File: config.mk
export PLATFORM = sky130hd
export DESIGN_NAME = branch_resolve_unit
export DESIGN_NICKNAME = d
export VERILOG_FILES = /design/src/rtl/branch_resolve_unit.sv
export SDC_FILE = /design/constraint.sdc
export NUM_CORES = 1
export LEC_CHECK = 0
export BUFFER_PORTS_ARGS = -buffer_cell sky130_fd_sc_hd__buf_4
export CAP_MARGIN = 25
export CORE_ASPECT_RATIO = 0.5
export CORE_MARGIN = 2
export CORE_UTILIZATION = 50
export CTS_CLUSTER_DIAMETER = 40
export CTS_CLUSTER_SIZE = 10
export DETAILED_ROUTE_END_ITERATION = 10
export PLACE_DENSITY = 0.74
export SYNTH_ARGS = -nofsm -noshare
export SYNTH_HDL_FRONTEND = slang
export SYNTH_SLANG_ARGS = --single-unit
File: constraint.sdc
create_clock -name clk -period 3.61 [get_ports clk]
set_input_delay 1.083 -clock clk [delete_from_list [all_inputs] [get_ports clk]]
set_output_delay 1.083 -clock clk [all_outputs]
set_load 0.01 [all_outputs]
File: src/rtl/branch_resolve_unit.sv
// Resolves RV32 conditional branches from SUB compare flags into a registered result with a 1-entry skid buffer.
// Optional statistics counters are built when BRU_STATS_EN is defined.
module branch_resolve_unit #(
  parameter int unsigned XLEN  = 32,
  parameter int unsigned CNT_W = 32
) (
  input  logic             clk,
  input  logic             rst,
  input  logic             flush,
  input  logic             in_valid,
  output logic             in_ready,
  input  logic [2:0]       in_funct3,
  input  logic             in_of,
  input  logic             in_zf,
  input  logic             in_nf,
  input  logic             in_cf,
  input  logic [XLEN-1:0]  in_pc,
  input  logic [XLEN-1:0]  in_imm,
  output logic             out_valid,
  input  logic             out_ready,
  output logic             out_taken,
  output logic [XLEN-1:0]  out_target,
  output logic [XLEN-1:0]  out_next_pc,
  output logic             out_illegal,
  output logic [CNT_W-1:0] stat_total,
  output logic [CNT_W-1:0] stat_taken
);

  typedef struct packed {
    logic            taken;
    logic            illegal;
    logic [XLEN-1:0] target;
    logic [XLEN-1:0] next_pc;
  } entry_t;

  entry_t          w_new;
  logic            w_cond;
  logic            w_illegal;
  logic [XLEN-1:0] w_target;
  logic [XLEN-1:0] w_pc4;
  logic            w_in_fire;
  logic            w_out_fire;

  entry_t r_out;
  entry_t r_skid;
  logic   r_out_valid;
  logic   r_skid_valid;

  always_comb begin
    w_cond    = 1'b0;
    w_illegal = 1'b0;
    case (in_funct3)
      3'b000:  w_cond = in_zf;
      3'b001:  w_cond = ~in_zf;
      3'b100:  w_cond = in_nf ^ in_of;
      3'b101:  w_cond = ~(in_nf ^ in_of);
      3'b110:  w_cond = ~in_cf;
      3'b111:  w_cond = in_cf;
      default: w_illegal = 1'b1;
    endcase
    w_target      = in_pc + in_imm;
    w_pc4         = in_pc + XLEN'(4);
    w_new.taken   = w_cond;
    w_new.illegal = w_illegal;
    w_new.target  = w_target;
    w_new.next_pc = w_cond ? w_target : w_pc4;
  end

  assign in_ready   = ~r_skid_valid;
  assign w_in_fire  = in_valid & ~r_skid_valid;
  assign w_out_fire = r_out_valid & out_ready;

  // A full skid implies a valid output, so the skid branch only runs when the output fires.
  always_ff @(posedge clk) begin
    if (rst) begin
      r_out_valid  <= 1'b0;
      r_skid_valid <= 1'b0;
      r_out        <= '0;
      r_skid       <= '0;
    end else if (flush) begin
      r_out_valid  <= 1'b0;
      r_skid_valid <= 1'b0;
    end else if (r_out_valid && !out_ready) begin
      if (w_in_fire) begin
        r_skid       <= w_new;
        r_skid_valid <= 1'b1;
      end
    end else if (r_skid_valid) begin
      r_out        <= r_skid;
      r_skid_valid <= 1'b0;
    end else begin
      r_out_valid <= w_in_fire;
      if (w_in_fire) begin
        r_out <= w_new;
      end
    end
  end

  assign out_valid   = r_out_valid;
  assign out_taken   = r_out.taken;
  assign out_illegal = r_out.illegal;
  assign out_target  = r_out.target;
  assign out_next_pc = r_out.next_pc;

`ifdef BRU_STATS_EN
  logic [CNT_W-1:0] r_stat_total;
  logic [CNT_W-1:0] r_stat_taken;

  // Flushed entries are never counted, even if the consumer accepts in the flush cycle.
  always_ff @(posedge clk) begin
    if (rst) begin
      r_stat_total <= '0;
      r_stat_taken <= '0;
    end else if (!flush && w_out_fire && !r_out.illegal) begin
      if (r_stat_total != '1) begin
        r_stat_total <= r_stat_total + 1'b1;
      end
      if (r_out.taken && (r_stat_taken != '1)) begin
        r_stat_taken <= r_stat_taken + 1'b1;
      end
    end
  end

  assign stat_total = r_stat_total;
  assign stat_taken = r_stat_taken;
`else
  logic w_unused_fire;
  assign w_unused_fire = w_out_fire;
  assign stat_total    = '0;
  assign stat_taken    = '0;
`endif

endmodule

==> metrics.md <==
| Metric | Value |
|---|---|
| Status | finished clean |
| Final Wtd Congestion | 0.913 |
| Pin count of the biggest net entering global routing | 93 |
| CP arrival | 3.66 ns |
| Post-CTS Setup Bufs | 0 |
| Most used cell, CP | buf_4 |
| TritonRoute pass-1 iters | 6 |
| Chip height | 97.4 um |
| Critical Path Fanout Max | 4 |
| Final Util | 62.7% |
| Hold Path Origin | out_target[8] |
| Tmin final | 3.41 ns |
| Gates resized, CTS repair | 0 |
| Async SR Flop Fraction | 0% |
| Seq/Total Area, Yosys | 30.8% |
| Final Instance Area | 10800 um2 |
| Vias in the first global route | 8330 |
| CTS sink cnt | 134 |
| Post-route DRC | 0 |
| Routed WL | 27700 um |
| Layout Nets | 1435 |
| CP endpoint kind | register |
| Cts bufs inserted | 17 |
| Critical-path cell list | buf_4, ha_1, fa_1, a211oi_1, buf_4, o211ai_1, a31oi_1, buf_4, nor4b_2, o2111ai_1, or3b_4, o21ai_1, a211oi_1 |
| Via density | 5.80 |
| Synth warnings | 0 |
| Commonest cells in the netlist | 155 x nand2_1, 134 x dfxtp_1, 126 x a21oi_1 |
| CTS HTree Levels | 4 |
| Initial Util | 50.6% |
| PortBufs | 143 |
| N_diodes | 0 |
| Worst vdd ir | 0.000335 V |
| Critical setup path kind | input port to register |
| Synth top area share | 30.8% |
| Startpoint types | input port |
| Post-Place Cell Area | 10200 um2 |
| R2R Setup Slk | 1.36 ns |
| Prevailing post-synth register cell | dfxtp_1 |
| Total Die Area | 18600 um2 |
| Synth Cell Area | 8720 um2 |
| Hold Buf Count CTS | 0 |
| RSZ-0062 raised after global routing | no |
| Crit. Startpoint | in_pc[0] |
| Max Root-Sink Buffers | 2 |
| Netlist cell types | 71 |
| Post-route ant nets | 0 |
| Gr ovfl total | 0 |
| Largest cells by area after synthesis | dfxtp_1 31%, a21oi_1 7.2%, nand2_1 6.7%, buf_4 5.5%, ha_1 4.6% |
| Worst skew pair latency | 0.42 ns |
| Worst Path Required | 3.86 ns |
| Synthesized flop and latch total | 134 |
| Worst slew pin tran | 1.01 ns |
| PwrDens | 414 nW/um2 |
| Reg clk slew, reported paths | 0.07 ns |
| First-pass GRT wire length | 43300 um |
| Final Hold Fails | 0 |
| Hold slack | 0.453 ns |
| Pwr Total | 4470 uW |
| R2R Path End | out_next_pc[28] |
| CP top delay family | compound AO/OA/AOI/OAI gates |
| Synth Instances | 1153 |
| Fmax | 293 MHz |
| Cell taking the most area after synthesis | dfxtp_1 |
| Root buf cell | clkbuf_16 |
| Max Slew Vio Count | 0 |
| Final clock skew | 0.0118 ns |
| Crit Reg-Reg Startpoint | out_valid |
| Hold Path End | out_target[8] |
| Via count | 9116 |
| Worst hold path type | register to register |
| CTS tree | built |
| Worst path bufs/invs | 3 |
| Reg2Reg Depth | 4 |
| CP max stage cell | or3b_4 |
| # rows | 34 |
| Most numerous cell in the Yosys netlist | nand2_1 |
| Post-route clock period utilization | 94.4% |
| Relative slew slack | 32.4% |
| Final Setup Violations | 0 |
| GRT Overall Usage | 29.5% |
| Layout cells sized above 1 | 21.6% |
| Critical Path Max Stage Delay | 0.43 ns |
| Lkg Pwr | 0.00464 uW |
| Initial antenna violation count | 0 |
| Max_cap viols | 0 |
| Final HPWL DP | 20300 um |
| I/O pins | 208 |
| Number of synthesized flops with an enable pin | 0 |
| Core box area | 17200 um2 |
| Initial drt markers | 810 |
| Worst Hold Depth | 2 |
| Average size of a mapped cell | 7.56 um2 |
| Die width | 191 um |
| Wirelength per Cell | 17.6 um |
| Area delta synth->final | 23.9% |
[report_power, final]
part           switching, uW  internal, uW
clock                    745           929
combinational            693           513
sequential              44.9          1540
total                   1480          2990
[final cells by class]
type / instances / area [um2]
Timing Repair Buffer: 233 / 1770
Clock buffer: 18 / 439
Fill cell: 1505 / 6430
Multi-Input combinational cell: 930 / 5450
Sequential cell: 134 / 2680
Inverter: 10 / 37.5
Tap cell: 234 / 293
Clock inverter: 14 / 128
[how the worst max path moves through the flow]
stage	to	slack, ns	cells after the start
CTS	out_next_pc[28]	0.22	13
floorplan	r_skid[28]	0.18	10
global placement	r_skid[28]	-0.12	13
global route	out_next_pc[28]	0.05	13
finish	out_next_pc[28]	0.20	13
detailed placement	out_next_pc[28]	-0.13	13
[registers in the layout, summed over array words and instances, names as in the netlist]
register,flops
r_skid_valid,1
out_target,32
out_illegal,1
out_valid,1
out_taken,1
out_next_pc,32
r_skid,66
[through the flow]
stage / setup TNS, ns / std cells / setup slack [ns]
6_report: 0 / 1573 / 0.201
5_1_grt: 0 / 1573 / 0.0500
4_1_cts: 0 / 1573 / 0.224
3_5_place_dp: -0.704 / 1541 / -0.134
3_3_place_gp: -0.325 / 1541 / -0.116
2_1_floorplan: 0 / 1216 / 0.180
[logic make-up after synthesis]
family | count (synthesis) | synth area share [%]
xor+xnor | 49 | 4.92
buf+inv | 152 | 9.63
simple gates | 412 | 21.9
flops | 134 | 30.8
fa+ha+maj | 33 | 4.82
compound gates | 351 | 25.5
other cells | 1 | 0.0430
mux | 21 | 2.42
[cell usage in the layout, fill, tap and decap left out, types with 27 or more instances in the layout]
cell type and n:
nand2_1 155, nor2_1 105, buf_4 231, nand3_1 39, a21oi_1 126, a211oi_1 27
o21ai_0 74, ha_1 32, dfxtp_1 133, conb_1 64
[routing by layer]
metal  up-vias  track usage, %  wire [um]
li1       4369               -          -
met1      4263            40.4      12400
met2       428            47.4      12400
met3        56            4.69       2180
met4         0            9.12        756
met5         -               0          0
[worst register-to-register path, stage by stage (launching register included)]
cell and delay (ns):
dfxtp_1 0.33, nor2b_1 0.15, or3_1 0.74, nor2_1 0.69
a211oi_1 0.18
(Power assumes the default switching activity.)
